$ cat src/rtl/nearest_hit_scan_if.sv
// Scan request, sphere-table and intersection-unit signals
// bundled for the nearest-hit sphere scanner.
interface nearest_hit_scan_if #(
  parameter int ADDR_W = 4
);
  logic              start;
  logic [ADDR_W:0]   num_spheres;
  logic [31:0]       rayorig_x;
  logic [31:0]       rayorig_y;
  logic [31:0]       rayorig_z;
  logic [31:0]       raydir_x;
  logic [31:0]       raydir_y;
  logic [31:0]       raydir_z;
  logic [ADDR_W-1:0] sph_addr;
  logic [127:0]      sph_data;
  logic              isect_start;
  logic              isect_calc_t0;
  logic [31:0]       isect_radius_sqr;
  logic [31:0]       isect_center_x;
  logic [31:0]       isect_center_y;
  logic [31:0]       isect_center_z;
  logic [31:0]       isect_orig_x;
  logic [31:0]       isect_orig_y;
  logic [31:0]       isect_orig_z;
  logic [31:0]       isect_dir_x;
  logic [31:0]       isect_dir_y;
  logic [31:0]       isect_dir_z;
  logic              isect_finish;
  logic [31:0]       isect_t0;
  logic              busy;
  logic              done;
  logic              hit;
  logic [ADDR_W-1:0] hit_index;
  logic [31:0]       hit_t;

  modport master (
    input  start, num_spheres,
    input  rayorig_x, rayorig_y, rayorig_z,
    input  raydir_x, raydir_y, raydir_z,
    output sph_addr,
    input  sph_data,
    output isect_start, isect_calc_t0,
    output isect_radius_sqr,
    output isect_center_x, isect_center_y, isect_center_z,
    output isect_orig_x, isect_orig_y, isect_orig_z,
    output isect_dir_x, isect_dir_y, isect_dir_z,
    input  isect_finish, isect_t0,
    output busy, done, hit, hit_index, hit_t
  );

  modport slave (
    output start, num_spheres,
    output rayorig_x, rayorig_y, rayorig_z,
    output raydir_x, raydir_y, raydir_z,
    input  sph_addr,
    output sph_data,
    input  isect_start, isect_calc_t0,
    input  isect_radius_sqr,
    input  isect_center_x, isect_center_y, isect_center_z,
    input  isect_orig_x, isect_orig_y, isect_orig_z,
    input  isect_dir_x, isect_dir_y, isect_dir_z,
    output isect_finish, isect_t0,
    input  busy, done, hit, hit_index, hit_t
  );
endinterface

$ cat src/rtl/nearest_hit_scan.sv
// Walks a sphere table through an external intersection unit
// and keeps the nearest positive hit distance and its index.
module nearest_hit_scan #(
  parameter int MAX_SPHERES = 16,
  parameter int ADDR_W      = 4
) (
  input logic clk,
  input logic rst_n,
  nearest_hit_scan_if.master bus
);

  typedef enum logic [2:0] {
    IDLE,
    FETCH,
    LOAD,
    ISSUE,
    WAIT,
    COMPARE,
    DONE
  } state_e;

  localparam logic [ADDR_W:0] MAX_N =
    (ADDR_W+1)'(MAX_SPHERES);

  state_e            state_q, state_d;
  logic [ADDR_W:0]   num_q, num_d;
  logic [ADDR_W:0]   num_clamp;
  logic [ADDR_W:0]   idx_inc;
  logic [ADDR_W-1:0] idx_q, idx_d;
  logic [ADDR_W-1:0] hit_idx_q, hit_idx_d;
  logic              hit_q, hit_d;
  logic [31:0]       hit_t_q, hit_t_d;
  logic [31:0]       t0_q, t0_d;
  logic              t0_hit;
  logic [31:0]       ox_q, ox_d, oy_q, oy_d, oz_q, oz_d;
  logic [31:0]       dx_q, dx_d, dy_q, dy_d, dz_q, dz_d;
  logic [31:0]       rad_q, rad_d;
  logic [31:0]       cx_q, cx_d, cy_q, cy_d, cz_q, cz_d;

  assign num_clamp = (bus.num_spheres > MAX_N)
                   ? MAX_N : bus.num_spheres;
  assign idx_inc   = {1'b0, idx_q} + (ADDR_W+1)'(1);
  // zero is the unit's early-reject code, sign bit marks behind-origin
  assign t0_hit    = (t0_q != '0) && !t0_q[31];

  always_ff @(posedge clk or negedge rst_n) begin
    if (!rst_n) begin
      state_q   <= IDLE;
      num_q     <= '0;
      idx_q     <= '0;
      hit_q     <= 1'b0;
      hit_idx_q <= '0;
      hit_t_q   <= '0;
      t0_q      <= '0;
      ox_q      <= '0;
      oy_q      <= '0;
      oz_q      <= '0;
      dx_q      <= '0;
      dy_q      <= '0;
      dz_q      <= '0;
      rad_q     <= '0;
      cx_q      <= '0;
      cy_q      <= '0;
      cz_q      <= '0;
    end else begin
      state_q   <= state_d;
      num_q     <= num_d;
      idx_q     <= idx_d;
      hit_q     <= hit_d;
      hit_idx_q <= hit_idx_d;
      hit_t_q   <= hit_t_d;
      t0_q      <= t0_d;
      ox_q      <= ox_d;
      oy_q      <= oy_d;
      oz_q      <= oz_d;
      dx_q      <= dx_d;
      dy_q      <= dy_d;
      dz_q      <= dz_d;
      rad_q     <= rad_d;
      cx_q      <= cx_d;
      cy_q      <= cy_d;
      cz_q      <= cz_d;
    end
  end

  always_comb begin
    state_d   = state_q;
    num_d     = num_q;
    idx_d     = idx_q;
    hit_d     = hit_q;
    hit_idx_d = hit_idx_q;
    hit_t_d   = hit_t_q;
    t0_d      = t0_q;
    ox_d      = ox_q;
    oy_d      = oy_q;
    oz_d      = oz_q;
    dx_d      = dx_q;
    dy_d      = dy_q;
    dz_d      = dz_q;
    rad_d     = rad_q;
    cx_d      = cx_q;
    cy_d      = cy_q;
    cz_d      = cz_q;
    unique case (state_q)
      IDLE: begin
        if (bus.start) begin
          num_d     = num_clamp;
          idx_d     = '0;
          hit_d     = 1'b0;
          hit_idx_d = '0;
          hit_t_d   = '0;
          ox_d      = bus.rayorig_x;
          oy_d      = bus.rayorig_y;
          oz_d      = bus.rayorig_z;
          dx_d      = bus.raydir_x;
          dy_d      = bus.raydir_y;
          dz_d      = bus.raydir_z;
          state_d   = (num_clamp == '0)
                    ? DONE : FETCH;
        end
      end
      FETCH: state_d = LOAD;
      LOAD: begin
        rad_d   = bus.sph_data[127:96];
        cx_d    = bus.sph_data[95:64];
        cy_d    = bus.sph_data[63:32];
        cz_d    = bus.sph_data[31:0];
        state_d = ISSUE;
      end
      ISSUE: state_d = WAIT;
      WAIT: begin
        if (bus.isect_finish) begin
          t0_d    = bus.isect_t0;
          state_d = COMPARE;
        end
      end
      COMPARE: begin
        // strict less-than keeps the lower index on ties
        if (t0_hit && (!hit_q || t0_q < hit_t_q)) begin
          hit_d     = 1'b1;
          hit_t_d   = t0_q;
          hit_idx_d = idx_q;
        end
        if (idx_inc == num_q) begin
          state_d = DONE;
        end else begin
          idx_d   = idx_inc[ADDR_W-1:0];
          state_d = FETCH;
        end
      end
      DONE:    state_d = IDLE;
      default: state_d = IDLE;
    endcase
  end

  assign bus.sph_addr         = idx_q;
  assign bus.isect_start      = (state_q == ISSUE);
  assign bus.isect_calc_t0    = 1'b1;
  assign bus.isect_radius_sqr = rad_q;
  assign bus.isect_center_x   = cx_q;
  assign bus.isect_center_y   = cy_q;
  assign bus.isect_center_z   = cz_q;
  assign bus.isect_orig_x     = ox_q;
  assign bus.isect_orig_y     = oy_q;
  assign bus.isect_orig_z     = oz_q;
  assign bus.isect_dir_x      = dx_q;
  assign bus.isect_dir_y      = dy_q;
  assign bus.isect_dir_z      = dz_q;
  assign bus.busy             = (state_q != IDLE);
  assign bus.done             = (state_q == DONE);
  assign bus.hit              = hit_q;
  assign bus.hit_index        = hit_idx_q;
  assign bus.hit_t            = hit_t_q;

endmodule

$ cat src/flat_wrapper.sv
// flat-port wrapper written by rule: the top's interface ports become plain ports
module nearest_hit_scan_flat 
#(
  parameter int MAX_SPHERES = 16,
  parameter int ADDR_W      = 4
)
  (clk, rst_n, bus_start, bus_num_spheres, bus_rayorig_x, bus_rayorig_y, bus_rayorig_z, bus_raydir_x, bus_raydir_y, bus_raydir_z, bus_sph_addr, bus_sph_data, bus_isect_start, bus_isect_calc_t0, bus_isect_radius_sqr, bus_isect_center_x, bus_isect_center_y, bus_isect_center_z, bus_isect_orig_x, bus_isect_orig_y, bus_isect_orig_z, bus_isect_dir_x, bus_isect_dir_y, bus_isect_dir_z, bus_isect_finish, bus_isect_t0, bus_busy, bus_done, bus_hit, bus_hit_index, bus_hit_t);
  nearest_hit_scan_if #(.ADDR_W(ADDR_W)) bus_i ();
  input logic clk;
  input logic rst_n;
  input wire logic [$bits(bus_i.start)-1:0] bus_start;
  input wire logic [$bits(bus_i.num_spheres)-1:0] bus_num_spheres;
  input wire logic [$bits(bus_i.rayorig_x)-1:0] bus_rayorig_x;
  input wire logic [$bits(bus_i.rayorig_y)-1:0] bus_rayorig_y;
  input wire logic [$bits(bus_i.rayorig_z)-1:0] bus_rayorig_z;
  input wire logic [$bits(bus_i.raydir_x)-1:0] bus_raydir_x;
  input wire logic [$bits(bus_i.raydir_y)-1:0] bus_raydir_y;
  input wire logic [$bits(bus_i.raydir_z)-1:0] bus_raydir_z;
  output wire logic [$bits(bus_i.sph_addr)-1:0] bus_sph_addr;
  input wire logic [$bits(bus_i.sph_data)-1:0] bus_sph_data;
  output wire logic [$bits(bus_i.isect_start)-1:0] bus_isect_start;
  output wire logic [$bits(bus_i.isect_calc_t0)-1:0] bus_isect_calc_t0;
  output wire logic [$bits(bus_i.isect_radius_sqr)-1:0] bus_isect_radius_sqr;
  output wire logic [$bits(bus_i.isect_center_x)-1:0] bus_isect_center_x;
  output wire logic [$bits(bus_i.isect_center_y)-1:0] bus_isect_center_y;
  output wire logic [$bits(bus_i.isect_center_z)-1:0] bus_isect_center_z;
  output wire logic [$bits(bus_i.isect_orig_x)-1:0] bus_isect_orig_x;
  output wire logic [$bits(bus_i.isect_orig_y)-1:0] bus_isect_orig_y;
  output wire logic [$bits(bus_i.isect_orig_z)-1:0] bus_isect_orig_z;
  output wire logic [$bits(bus_i.isect_dir_x)-1:0] bus_isect_dir_x;
  output wire logic [$bits(bus_i.isect_dir_y)-1:0] bus_isect_dir_y;
  output wire logic [$bits(bus_i.isect_dir_z)-1:0] bus_isect_dir_z;
  input wire logic [$bits(bus_i.isect_finish)-1:0] bus_isect_finish;
  input wire logic [$bits(bus_i.isect_t0)-1:0] bus_isect_t0;
  output wire logic [$bits(bus_i.busy)-1:0] bus_busy;
  output wire logic [$bits(bus_i.done)-1:0] bus_done;
  output wire logic [$bits(bus_i.hit)-1:0] bus_hit;
  output wire logic [$bits(bus_i.hit_index)-1:0] bus_hit_index;
  output wire logic [$bits(bus_i.hit_t)-1:0] bus_hit_t;
  assign bus_i.start = bus_start;
  assign bus_i.num_spheres = bus_num_spheres;
  assign bus_i.rayorig_x = bus_rayorig_x;
  assign bus_i.rayorig_y = bus_rayorig_y;
  assign bus_i.rayorig_z = bus_rayorig_z;
  assign bus_i.raydir_x = bus_raydir_x;
  assign bus_i.raydir_y = bus_raydir_y;
  assign bus_i.raydir_z = bus_raydir_z;
  assign bus_sph_addr = bus_i.sph_addr;
  assign bus_i.sph_data = bus_sph_data;
  assign bus_isect_start = bus_i.isect_start;
  assign bus_isect_calc_t0 = bus_i.isect_calc_t0;
  assign bus_isect_radius_sqr = bus_i.isect_radius_sqr;
  assign bus_isect_center_x = bus_i.isect_center_x;
  assign bus_isect_center_y = bus_i.isect_center_y;
  assign bus_isect_center_z = bus_i.isect_center_z;
  assign bus_isect_orig_x = bus_i.isect_orig_x;
  assign bus_isect_orig_y = bus_i.isect_orig_y;
  assign bus_isect_orig_z = bus_i.isect_orig_z;
  assign bus_isect_dir_x = bus_i.isect_dir_x;
  assign bus_isect_dir_y = bus_i.isect_dir_y;
  assign bus_isect_dir_z = bus_i.isect_dir_z;
  assign bus_i.isect_finish = bus_isect_finish;
  assign bus_i.isect_t0 = bus_isect_t0;
  assign bus_busy = bus_i.busy;
  assign bus_done = bus_i.done;
  assign bus_hit = bus_i.hit;
  assign bus_hit_index = bus_i.hit_index;
  assign bus_hit_t = bus_i.hit_t;
  nearest_hit_scan #(.MAX_SPHERES(MAX_SPHERES), .ADDR_W(ADDR_W)) u_core (.clk(clk), .rst_n(rst_n), .bus(bus_i));
endmodule
$ cat config.mk
export PLATFORM = sky130hd
export DESIGN_NAME = nearest_hit_scan_flat
export DESIGN_NICKNAME = d
export VERILOG_FILES = /design/src/rtl/nearest_hit_scan_if.sv /design/src/rtl/nearest_hit_scan.sv /design/src/flat_wrapper.sv
export SDC_FILE = /design/constraint.sdc
export NUM_CORES = 1
export LEC_CHECK = 0
export ABC_AREA = 1
export BUFFER_PORTS_ARGS = -buffer_cell sky130_fd_sc_hd__buf_2
export CAP_MARGIN = 30
export CORE_AREA = 2 2 284 286
export CTS_CLUSTER_SIZE = 12
export DETAILED_ROUTE_END_ITERATION = 12
export DIE_AREA = 0 0 286 288
export GPL_ROUTABILITY_DRIVEN = 0
export GPL_TIMING_DRIVEN = 0
export PLACE_DENSITY = 0.43
export SLEW_MARGIN = 15
export SYNTH_ARGS = -nofsm -noshare
export SYNTH_HDL_FRONTEND = slang
export SYNTH_SLANG_ARGS = --single-unit
$ cat constraint.sdc
create_clock -name clk -period 2.45 [get_ports clk]
set_input_delay 0.245 -clock clk [delete_from_list [all_inputs] [get_ports clk]]
set_output_delay 0.245 -clock clk [all_outputs]
set_load 0.02 [all_outputs]
After elaboration in Yosys (flattened, before gate mapping)
Cells that the tools add are included.
- bits in registers: 401
- input bits: 361
- output and inout port bits: 365
- word-level logic and storage cells: 63
- add/sub/neg operators: 1
- magnitude comparators: 2
- equal/unequal tests: 11
- mux-type cells: 17
- reductions and logical operators: 15
- operators by type and width (cell ; number):
    $mux W32 ; 2
    $pmux W32 S2 ; 1
    $lt A32 B32 Y1 ; 1
    $reduce_bool A32 Y1 ; 1
    $pmux W3 S6 ; 1
    $pmux W4 S2 ; 2
    $mux W3 ; 4
    $mux W4 ; 3
    $eq A3 B3 Y1 const B ; 3
    $eq A3 B2 Y1 const B ; 2
    $ne A2 B2 Y1 const B ; 3
    $reduce_and A2 Y1 ; 3
    $reduce_and A3 Y1 ; 2
    $add A4 B1 Y5 const B ; 1
    $eq A5 B5 Y1 ; 1
    $gt A5 B5 Y1 const B ; 1
    $logic_not A5 Y1 ; 1
    $mux W5 ; 1
    $eq A3 B1 Y1 const B ; 1
    $logic_not A3 Y1 ; 1
    $reduce_bool A3 Y1 ; 1
    $logic_and A1 B1 Y1 ; 2
    $logic_not A1 Y1 ; 2
    $mux W1 ; 2
    4 further kinds ; 4

Logic depth before layout (Yosys ltp)
Gate-level depths: netlist of the first run.
- depth after elaboration: 6
- gate-level depth with buffers: 17
- depth with buffers taken out: 16

Worst setup path before layout of the first run
No wires, ideal clock.
- kind: reg2reg
- start: reg u_core.hit_t_q[5] (netlist: u_core.bus.hit_t[5])
- end: reg u_core.hit_t_q[2] (netlist: u_core.bus.hit_t[2])
- arrival time: 1.791 ns
- data required time: 2.332 ns
- slack: 0.541 ns
- stages on the path, launching flop included: 16
- path buffers: 1
- period minus slack after synthesis: 1.909 ns
- path through: dfrtp_1 inv_1 ha_1 a21oi_1 nor2_1 nor3_1 nand2_1 nand2_1 nand2_1 nand2_1 nand2_1 nand2_4 nand2_4 buf_6 nand3_1 nand2_1
- word-level cells in the longest chain between the ends: 5
- RTL lines (element ; RTL line ; text):
    from (decl) ; nearest_hit_scan.sv:32 ; logic [31:0] hit_t_q, hit_t_d;
    from (signal assigned) ; nearest_hit_scan.sv:71 ; hit_t_q <= hit_t_d;
    $lt A32 B32 Y1 ; nearest_hit_scan.sv:139 ; if (t0_hit && (!hit_q || t0_q < hit_t_q)) begin
    $logic_or A1 B1 Y1 ; nearest_hit_scan.sv:139 ;
    $logic_and A1 B1 Y1 ; nearest_hit_scan.sv:139 ;
    $ne A2 B1 Y1 (no source line) ; n/a ;
    $reduce_and A3 Y1 (no source line) ; n/a ;
Every way passes these cells.
A chain may end at the register's enable or synchronous reset.

Final worst setup path of the first run
- start: reg u_core.state_q[0]
- end: reg u_core.dy_q[26] (netlist: u_core.bus.isect_dir_y[26])
- word-level cells in the longest chain between the ends: 2
- RTL lines (element ; RTL line ; text):
    from (decl) ; nearest_hit_scan.sv:25 ; state_e state_q, state_d;
    from (signal assigned) ; nearest_hit_scan.sv:66 ; state_q <= state_d;
    $logic_not A3 Y1 ; nearest_hit_scan.sv:104 ; unique case (state_q)
    $reduce_and A2 Y1 (no source line) ; n/a ;
    to (signal assigned) ; nearest_hit_scan.sv:77 ; dy_q <= dy_d;
    to (decl) ; nearest_hit_scan.sv:36 ; logic [31:0] dx_q, dx_d, dy_q, dy_d, dz_q, dz_d;
Every way passes these cells.

==> results of run 1 <==
logic make-up (layout without fill, tap and decap cells):
kind of cell / count (synthesis) / count (layout) / share of synthesized area
compound gates: 39 / 39 / 0.01244
xor+xnor: 2 / 2 / 0.001082
fa+ha+maj: 32 / 32 / 0.02472
buf+inv: 137 / 1316 / 0.03809
mux: 155 / 155 / 0.1078
flops: 401 / 401 / 0.6196
other cells: 1 / 2 / 0.0002315
simple gates: 796 / 796 / 0.1961
through the flow:
stage               hold WS (ns)  std cells  power (uW)
finish                    0.1915       3803       34320
global route              0.1895       3803       36820
CTS                       0.1666       3802       34880
detailed placement        0.1990       3352       26920
global placement          0.4453       3347       26680
floorplan               -0.05059       1563       20710
path summary, 6_finish.rpt:
path | start | cells after the start | slack (ns) | to
max in group asynchronous | rst_n | 5 | 0.78 | u_core.bus.isect_orig_x[26]
worst max-delay path | u_core.state_q[0] | 9 | 0.24 | u_core.bus.isect_dir_y[26]
worst min-delay path | rst_n | 2 | 0.19 | u_core.bus.isect_center_z[8]
min in group clk | bus_start | 7 | 0.25 | u_core.state_q[2]
worst min register to register | u_core.bus.isect_orig_x[29] | 2 | 0.46 | u_core.bus.isect_orig_x[29]
worst max register to register | u_core.state_q[0] | 9 | 0.24 | u_core.bus.isect_dir_y[26]
where the power goes:
group          internal [uW]  leakage [uW]  switching [uW]
Clock                   4310      0.000801            2950
Sequential              9820       0.00492            1960
Combinational           5680       0.00810            9600
timing repair:
action | in CTS | in global routing
setup endpoints to repair | 0 | 2
resized for setup | 0 | 1
hold endpoints to repair | 448 | 0
hold buffers | 359 | 0
worst reg2reg max path, delay by kind of cell (launching register included):
kind / cells / cell delay, ns
buf+inv: 4 / 0.85
simple gates: 5 / 0.87
flops: 1 / 0.43
flip-flops by register name (all words and copies together), names as in the netlist, 5 cells and up:
register,count
u_core.t0_q,32
u_core.bus.isect_center_z,32
u_core.bus.isect_radius_sqr,32
u_core.bus.isect_dir_x,32
u_core.bus.isect_center_y,32
u_core.bus.hit_t,32
u_core.num_q,5
u_core.bus.isect_dir_z,32
u_core.bus.isect_orig_z,32
u_core.bus.isect_center_x,32
u_core.bus.isect_orig_x,32
u_core.bus.isect_dir_y,32
u_core.bus.isect_orig_y,32
area by class of cell:
| cell class | instances | area [um^2] | share of cell area |
|---|---|---|---|
| antenna | 1 | 2.502 | 0.00009443 |
| tap | 1060 | 1326 | 0.05005 |
| timing repair buffer | 1088 | 7365 | 0.2779 |
| inverter | 63 | 236.5 | 0.008924 |
| clock inverter | 13 | 101.3 | 0.003824 |
| multi-input combinational | 1025 | 5544 | 0.2092 |
| sequential | 401 | 10030 | 0.3787 |
| clock buffer | 78 | 1508 | 0.05689 |
| buffer | 74 | 382.9 | 0.01445 |
placed cells by master (no fill, tap or decap), types with 2 or more instances in the layout:
cell type / Yosys / final
buf_2: 55 / 777
nand2_1: 665 / 665
dfrtp_1: 401 / 401
dlygate4sd3_1: 0 / 359
mux2_2: 155 / 155
nand3_1: 80 / 80
inv_1: 58 / 58
clkbuf_16: 0 / 51
ha_1: 32 / 32
nor2_1: 22 / 22
a21oi_1: 22 / 22
clkbuf_1: 6 / 20
o21ai_0: 14 / 14
clkbuf_8: 0 / 13
clkinv_2: 0 / 9
buf_1: 7 / 7
nor3_1: 7 / 7
nor4_1: 7 / 7
nand4_1: 6 / 6
inv_2: 5 / 5
buf_16: 0 / 5
nor2_2: 3 / 3
buf_4: 3 / 3
buf_6: 3 / 3
o21a_1: 2 / 2
nand2_4: 2 / 2
xor2_1: 2 / 2
or2_1: 2 / 2
clkinv_4: 0 / 2
metal layers:
metal / GRT usage / part of all wire
met2: 0.2622 / 0.50
met1: 0.1767 / 0.40
met3: 0.04168 / 0.064
met4: 0.05223 / 0.033
met5: 0 / 0.0014
==> results by group, run 1 <==
Status
  – Status: finished, final reports clean

Clocking
  – Deepest clock path buffer count: 3
  – CTS tree: built
  – Cts bufs inserted: ~50
  – Clk_lat worst skew: 0.58 ns
  – Post-CTS setup buffer count: 0
  – Clk sink count: around 400
  – Reg clk slew, reported paths: around 0.060 ns
  – Htree depth: 2
  – Root Buffer: clkbuf_16

Worst setup path
  – Crit Path Max Fanout: 10
  – Startpoint types: register
  – WP data arrival: approximately 2.7 ns
  – Critical-path top delay cell: dfrtp_1
  – CP max stage delay: around 0.43 ns
  – Critical Path, Cell by Cell: nor2_2 -> inv_2 -> nor2_2 -> inv_2 -> nor2_8 -> buf_2 -> buf_2 -> nand2_1 -> nand2_1
  – CP top delay family: simple AND/OR/NAND/NOR gates
  – CP Data Required Time: 2.96 ns
  – CP endpoint kind: register
  – CP bufs+invs: 4
  – Worst Setup Path Type: reg -> reg

Drt
  – Number of DRC markers in iteration 0: approximately 540
  – Antenna Nets Post-Route: 0
  – Routed vias/inst: about 4.0
  – TritonRoute pass-1 iters: 4
  – DRT Wirelength: 63.88 mm
  – DR WL/cell: approximately 17 um
  – DRC viols: 0
  – Via count: between 15,000 and 20,000

Logic synthesis
  – Netlist cell types: 27
  – Number of synthesized register bits: ~400
  – Seq/Total Area, Yosys: 0.6196
  – Most common cell in the synthesized netlist: nand2_1
  – Synthesized cell area: 16,200 um^2
  – Mean post-synth cell area: a little over 10 um^2
  – Post-synth top cells: 665 x nand2_1, 401 x dfrtp_1, 155 x mux2_2
  – Post-synth top flop: dfrtp_1
  – Post-synth EDFFs: 0
  – Post-synth ARST share: 1.000
  – Top cell type's share of synthesized area: 0.6196
  – Yosys warns: 0
  – Syn Nets: between 1,500 and 2,000
  – Synth area leaders: dfrtp_1 62%, nand2_1 15%, mux2_2 11%
  – Yosys top cell by area: dfrtp_1
  – Synth Instances: around 1,600

Placed design
  – Dpl ws: around 0.013 ns
  – Post-DP HPWL: roughly 49 mm
  – Post-DP Area: ~21,000 um^2
  – I/O Buffers: between 700 and 800

Pwr
  – Max IR drop VDD: between 0.5 and 0.6 mV
  – Leakage: roughly 0.014 uW
  – Cell Pwr Density: roughly 1300 nW/um^2

Finish
  – Fill count: around 8,300
  – Synth-to-layout area growth: 63.63%
  – Share of cells above drive strength 1: 0.3771
  – Nets@finish: between 3,000 and 4,000
  – Final Util: 0.3328
  – Final instance area: roughly 27,000 um^2

Global routing
  – Tot GR Track Use: 0.1503
  – First-pass GRT wire length: between 90 and 100 mm
  – Initial antenna violation count: 10
  – Vias in the first global route: about 17,000
  – GR Overflow Total: 0
  – Largest net degree at the start of global routing: 97

Timing
  – Max-slew violations: 0
  – Worst-margin pin slew: around 0.67 ns
  – RSZ-0062 raised after global routing: no
  – Clock Skews: between 0.01 and 0.015 ns
  – PnR worst setup slack: 0.2424 ns
  – Final setup viols: 0
  – Fmax: 453.0 MHz
  – Final min period: 2.208 ns
  – Total negative slack: 0 ns
  – Slew HR: 0.5527
  – Hold violation total from the final report: 0
  – Post-route clock period utilization: 0.9010

Die
  – Die height: 288 um
  – Die Wd: 286 um
  – Die Footprint: 82,370 um^2
  – Core Region: 79,640 um^2
  – Row Count: 104
  – # IOs: ~730
  – Initial core utilization: 0.2034

Job
  – Max-cap violations: 0

Worst hold path
  – Hold WC Path Type: in -> async
Note: power is estimated with default switching activity, not from simulation.
==> inputs of run 2 (changes only) <==
--- a/config.mk
+++ b/config.mk
@@ -8,13 +8,15 @@
 export ABC_AREA = 1
 export BUFFER_PORTS_ARGS = -buffer_cell sky130_fd_sc_hd__buf_2
 export CAP_MARGIN = 30
-export CORE_AREA = 2 2 284 286
+export CELL_PAD_IN_SITES_DETAIL_PLACEMENT = 0
+export CELL_PAD_IN_SITES_GLOBAL_PLACEMENT = 2
+export CORE_AREA = 2 2 282 284
 export CTS_CLUSTER_SIZE = 12
 export DETAILED_ROUTE_END_ITERATION = 12
-export DIE_AREA = 0 0 286 288
+export DIE_AREA = 0 0 284 286
 export GPL_ROUTABILITY_DRIVEN = 0
 export GPL_TIMING_DRIVEN = 0
-export PLACE_DENSITY = 0.43
+export PLACE_DENSITY_LB_ADDON = 0.1
 export SLEW_MARGIN = 15
 export SYNTH_ARGS = -nofsm -noshare
 export SYNTH_HDL_FRONTEND = slang
==> run 2 against run 1 <==
Fmax is 1.3% higher. Cell area is 0.35% higher. Count of clock-buffer cells in the layout is 9 higher. Clock power is 3.9% higher. Global-route usage is 1.8 points higher. Register-to-register slack better by 0.03 ns. Via count is 1.5% lower. Critical path type unchanged.
==> results by group, run 2 (same netlist as run 1, synthesis figures left out) <==
Status
  – Status: finished, final reports clean

Worst setup path
  – Startpoint types: register
  – Crit Path Max Fanout: 9 (-1)
  – Critical-path top delay cell: dlygate4sd3_1
  – WP data arrival: 2.71 ns (about the same)
  – CP dominant cell by count: nor2_2
  – Worst Setup Path Type: reg -> reg
  – CP max stage delay: 0.58 ns (+0.15 ns)
  – Critical Path, Cell by Cell: nor2_2 -> inv_2 -> nor2_2 -> inv_2 -> nor2_8 -> inv_4 -> nor2_2 -> nand2_1 -> dlygate4sd3_1 -> o21ai_0
  – CP Data Required Time: 2.98 ns (+0.02 ns)
  – CP endpoint kind: register

Clocking
  – CTS tree: built
  – Root Buffer: clkbuf_16
  – Htree depth: 2 (unchanged)
  – Clk sink count: 401 (unchanged)
  – Clk_lat worst skew: 0.60 ns (+0.02 ns)
  – Cts bufs inserted: 52 (+6.1%)
  – Post-CTS setup buffer count: 0 (unchanged)
  – Reg clk slew, reported paths: 0.06 ns (about the same)
  – Deepest clock path buffer count: 3 (unchanged)

Worst hold path
  – Hold WC Path Type: in -> reg

Timing
  – Final min period: 2.180 ns (-0.02805 ns)
  – Total negative slack: 0 ns (unchanged)
  – Worst-margin pin slew: 0.6475 ns (-0.02343 ns)
  – Post-route clock period utilization: 0.8896 (-0.01145)
  – Hold violation total from the final report: 0 (unchanged)
  – RSZ-0062 raised after global routing: no
  – Final setup viols: 0 (unchanged)
  – Fmax: 458.8 MHz (+1.3%)
  – Slew HR: 0.5684 (+0.01562)
  – Clock Skews: 0.02855 ns (+0.01684 ns)
  – Max-slew violations: 0 (unchanged)

Job
  – Max-cap violations: 0 (unchanged)

Pwr
  – Sequential share of power: 0.337 (-0.006)
  – Power Internal: 20,020 uW (+1.1%)
  – Leakage: 0.01384 uW (+0.15%)
  – Switching power: 14,780 uW (+1.9%)
  – Clock group share of total power: 0.217 (+0.005)
  – Cell Pwr Density: 1309 nW/um^2 (+1.0%)
  – Combinational share of power: 0.447 (+0.002)
  – Net Sw Frac: 0.4247 (+0.001918)
  – Max IR drop VDD: 0.6626 mV (+11%)

Placed design
  – Post-DP HPWL: 54.43 mm (+10%)
  – I/O Buffers: 724 (unchanged)

Finish
  – Most frequent cells in the layout: 778 x buf_2, 665 x nand2_1, 401 x dfrtp_1
  – Nets@finish: 3,101 (+0.19%)
  – Final Util: 0.3394 (+0.006623)
  – Commonest non-fill, non-tap cell in the layout: buf_2
  – Fill count: 8,407 (+1.3%)
  – Share of cells above drive strength 1: 0.3751 (-0.002006)
  – Synth-to-layout area growth: 64.20%

Drt
  – Via count: 14,958 (-1.5%)
  – TritonRoute pass-1 iters: 4 (unchanged)
  – DRT Wirelength: 69.91 mm (+9.4%)
  – Number of DRC markers in iteration 0: 522 (-2.6%)
  – Routed vias/inst: 3.933 (-1.5%)
  – DR WL/cell: 18.38 um (+9.4%)
  – Antenna Nets Post-Route: 0 (unchanged)
  – DRC viols: 0 (unchanged)

Global routing
  – Initial antenna violation count: 9 (-1)
  – Largest net degree at the start of global routing: 78 (-20%)
  – Vias in the first global route: 16,047 (-2.8%)
  – Tot GR Track Use: 0.1680 (+0.01774)
  – First-pass GRT wire length: 103.4 mm (+7.6%)
  – GR Overflow Total: 0 (unchanged)

Die
  – Die Footprint: 81,220 um^2 (-1.4%)
  – Die Wd: 284 um (-0.70%)
  – Initial core utilization: 0.2067 (+0.003325)
  – Core Region: 78,360 um^2 (-1.6%)
  – # IOs: 726 (unchanged)
  – Row Count: 103 (-0.96%)
  – Die height: 286 um (-0.69%)
==> run 2: cell count changes in the layout (fill, tap and decap cells not counted), moves of 2 or more <==
cell           previous run  this run
clkbuf_1                 20        26
clkbuf_16                51        54
clkinv_2                  9         3
clkinv_4                  2         0
diode_2                   1         7
dlygate4sd3_1           359       362
==> run 2: power by group through the flow <==
stage          combinational (uW)  clock (uW)  sequential, uW
3_3_place_gp                15400           0           11700
3_5_place_dp                15500           0           11800
2_1_floorplan                5620           0           15100
5_1_grt                     17100        8170           12100
6_report                    15500        7540           11700
4_1_cts                     16000        7890           11700
==> run 2: stage by stage <==
| step | setup WS (ns) | cell area, um^2 | instances | total power [uW] | hold WS, ns |
|---|---|---|---|---|---|
| after CTS | 0.04350 | 26570 | 3796 | 35620 | 0.09777 |
| after floorplan | 0.5411 | 16200 | 1563 | 20710 | -0.05059 |
| final | 0.2705 | 26590 | 3803 | 34800 | 0.1412 |
| after detailed placement | 0.2585 | 21280 | 3342 | 27270 | 0.2888 |
| after global routing | 0.02353 | 26590 | 3803 | 37380 | 0.1552 |
| after global placement | -8.007 | 21130 | 3337 | 27130 | 0.4451 |
==> run 2: area by class of cell <==
cell class	instances	area (um^2)	share of cell area
Sequential cell	401	10030	0.3773
Timing Repair Buffer	1091	7395	0.2781
Multi-Input combinational cell	1025	5547	0.2086
Clock buffer	87	1605	0.06037
Tap cell	1050	1314	0.04940
Buffer	74	380.4	0.01430
Inverter	63	239.0	0.008987
Clock inverter	5	61.31	0.002305
Antenna cell	7	17.52	0.0006587
==> run 2: path summary, 6_finish.rpt <==
path,from,to,slack (ns),cells past startpoint
max,u_core.state_q[0],u_core.num_q[1],0.27,10
min,bus_start,u_core.state_q[1],0.14,5
max reg2reg,u_core.state_q[0],u_core.num_q[1],0.27,10
min reg2reg,u_core.bus.isect_orig_z[10],u_core.bus.isect_orig_z[10],0.46,2
max in group asynchronous,rst_n,u_core.bus.isect_center_x[6],0.68,5
min in group asynchronous,rst_n,u_core.t0_q[14],0.25,2
==> run 2: critical path, delay by kind of cell, from the launching register on <==
kind | cells | cell delay, ns
AOI/OAI and AO/OA | 1 | 0.07
buffers and inverters | 4 | 0.85
DFF | 1 | 0.43
and+or+nand+nor | 5 | 0.76
==> run 2: repair_timing <==
action	CTS	global route
endpoints found under the setup margin	0	3
endpoints found under the hold margin	424	0
hold buffers	362	0
resized for setup	0	3
==> run 2: per-layer routing <==
metal	global-route usage	vias to the layer above	wire, um
li1	-	7286	-
met1	0.1898	7146	27170
met2	0.2984	413	35590
met3	0.05311	109	4804
met4	0.05803	4	2322
met5	0	-	25
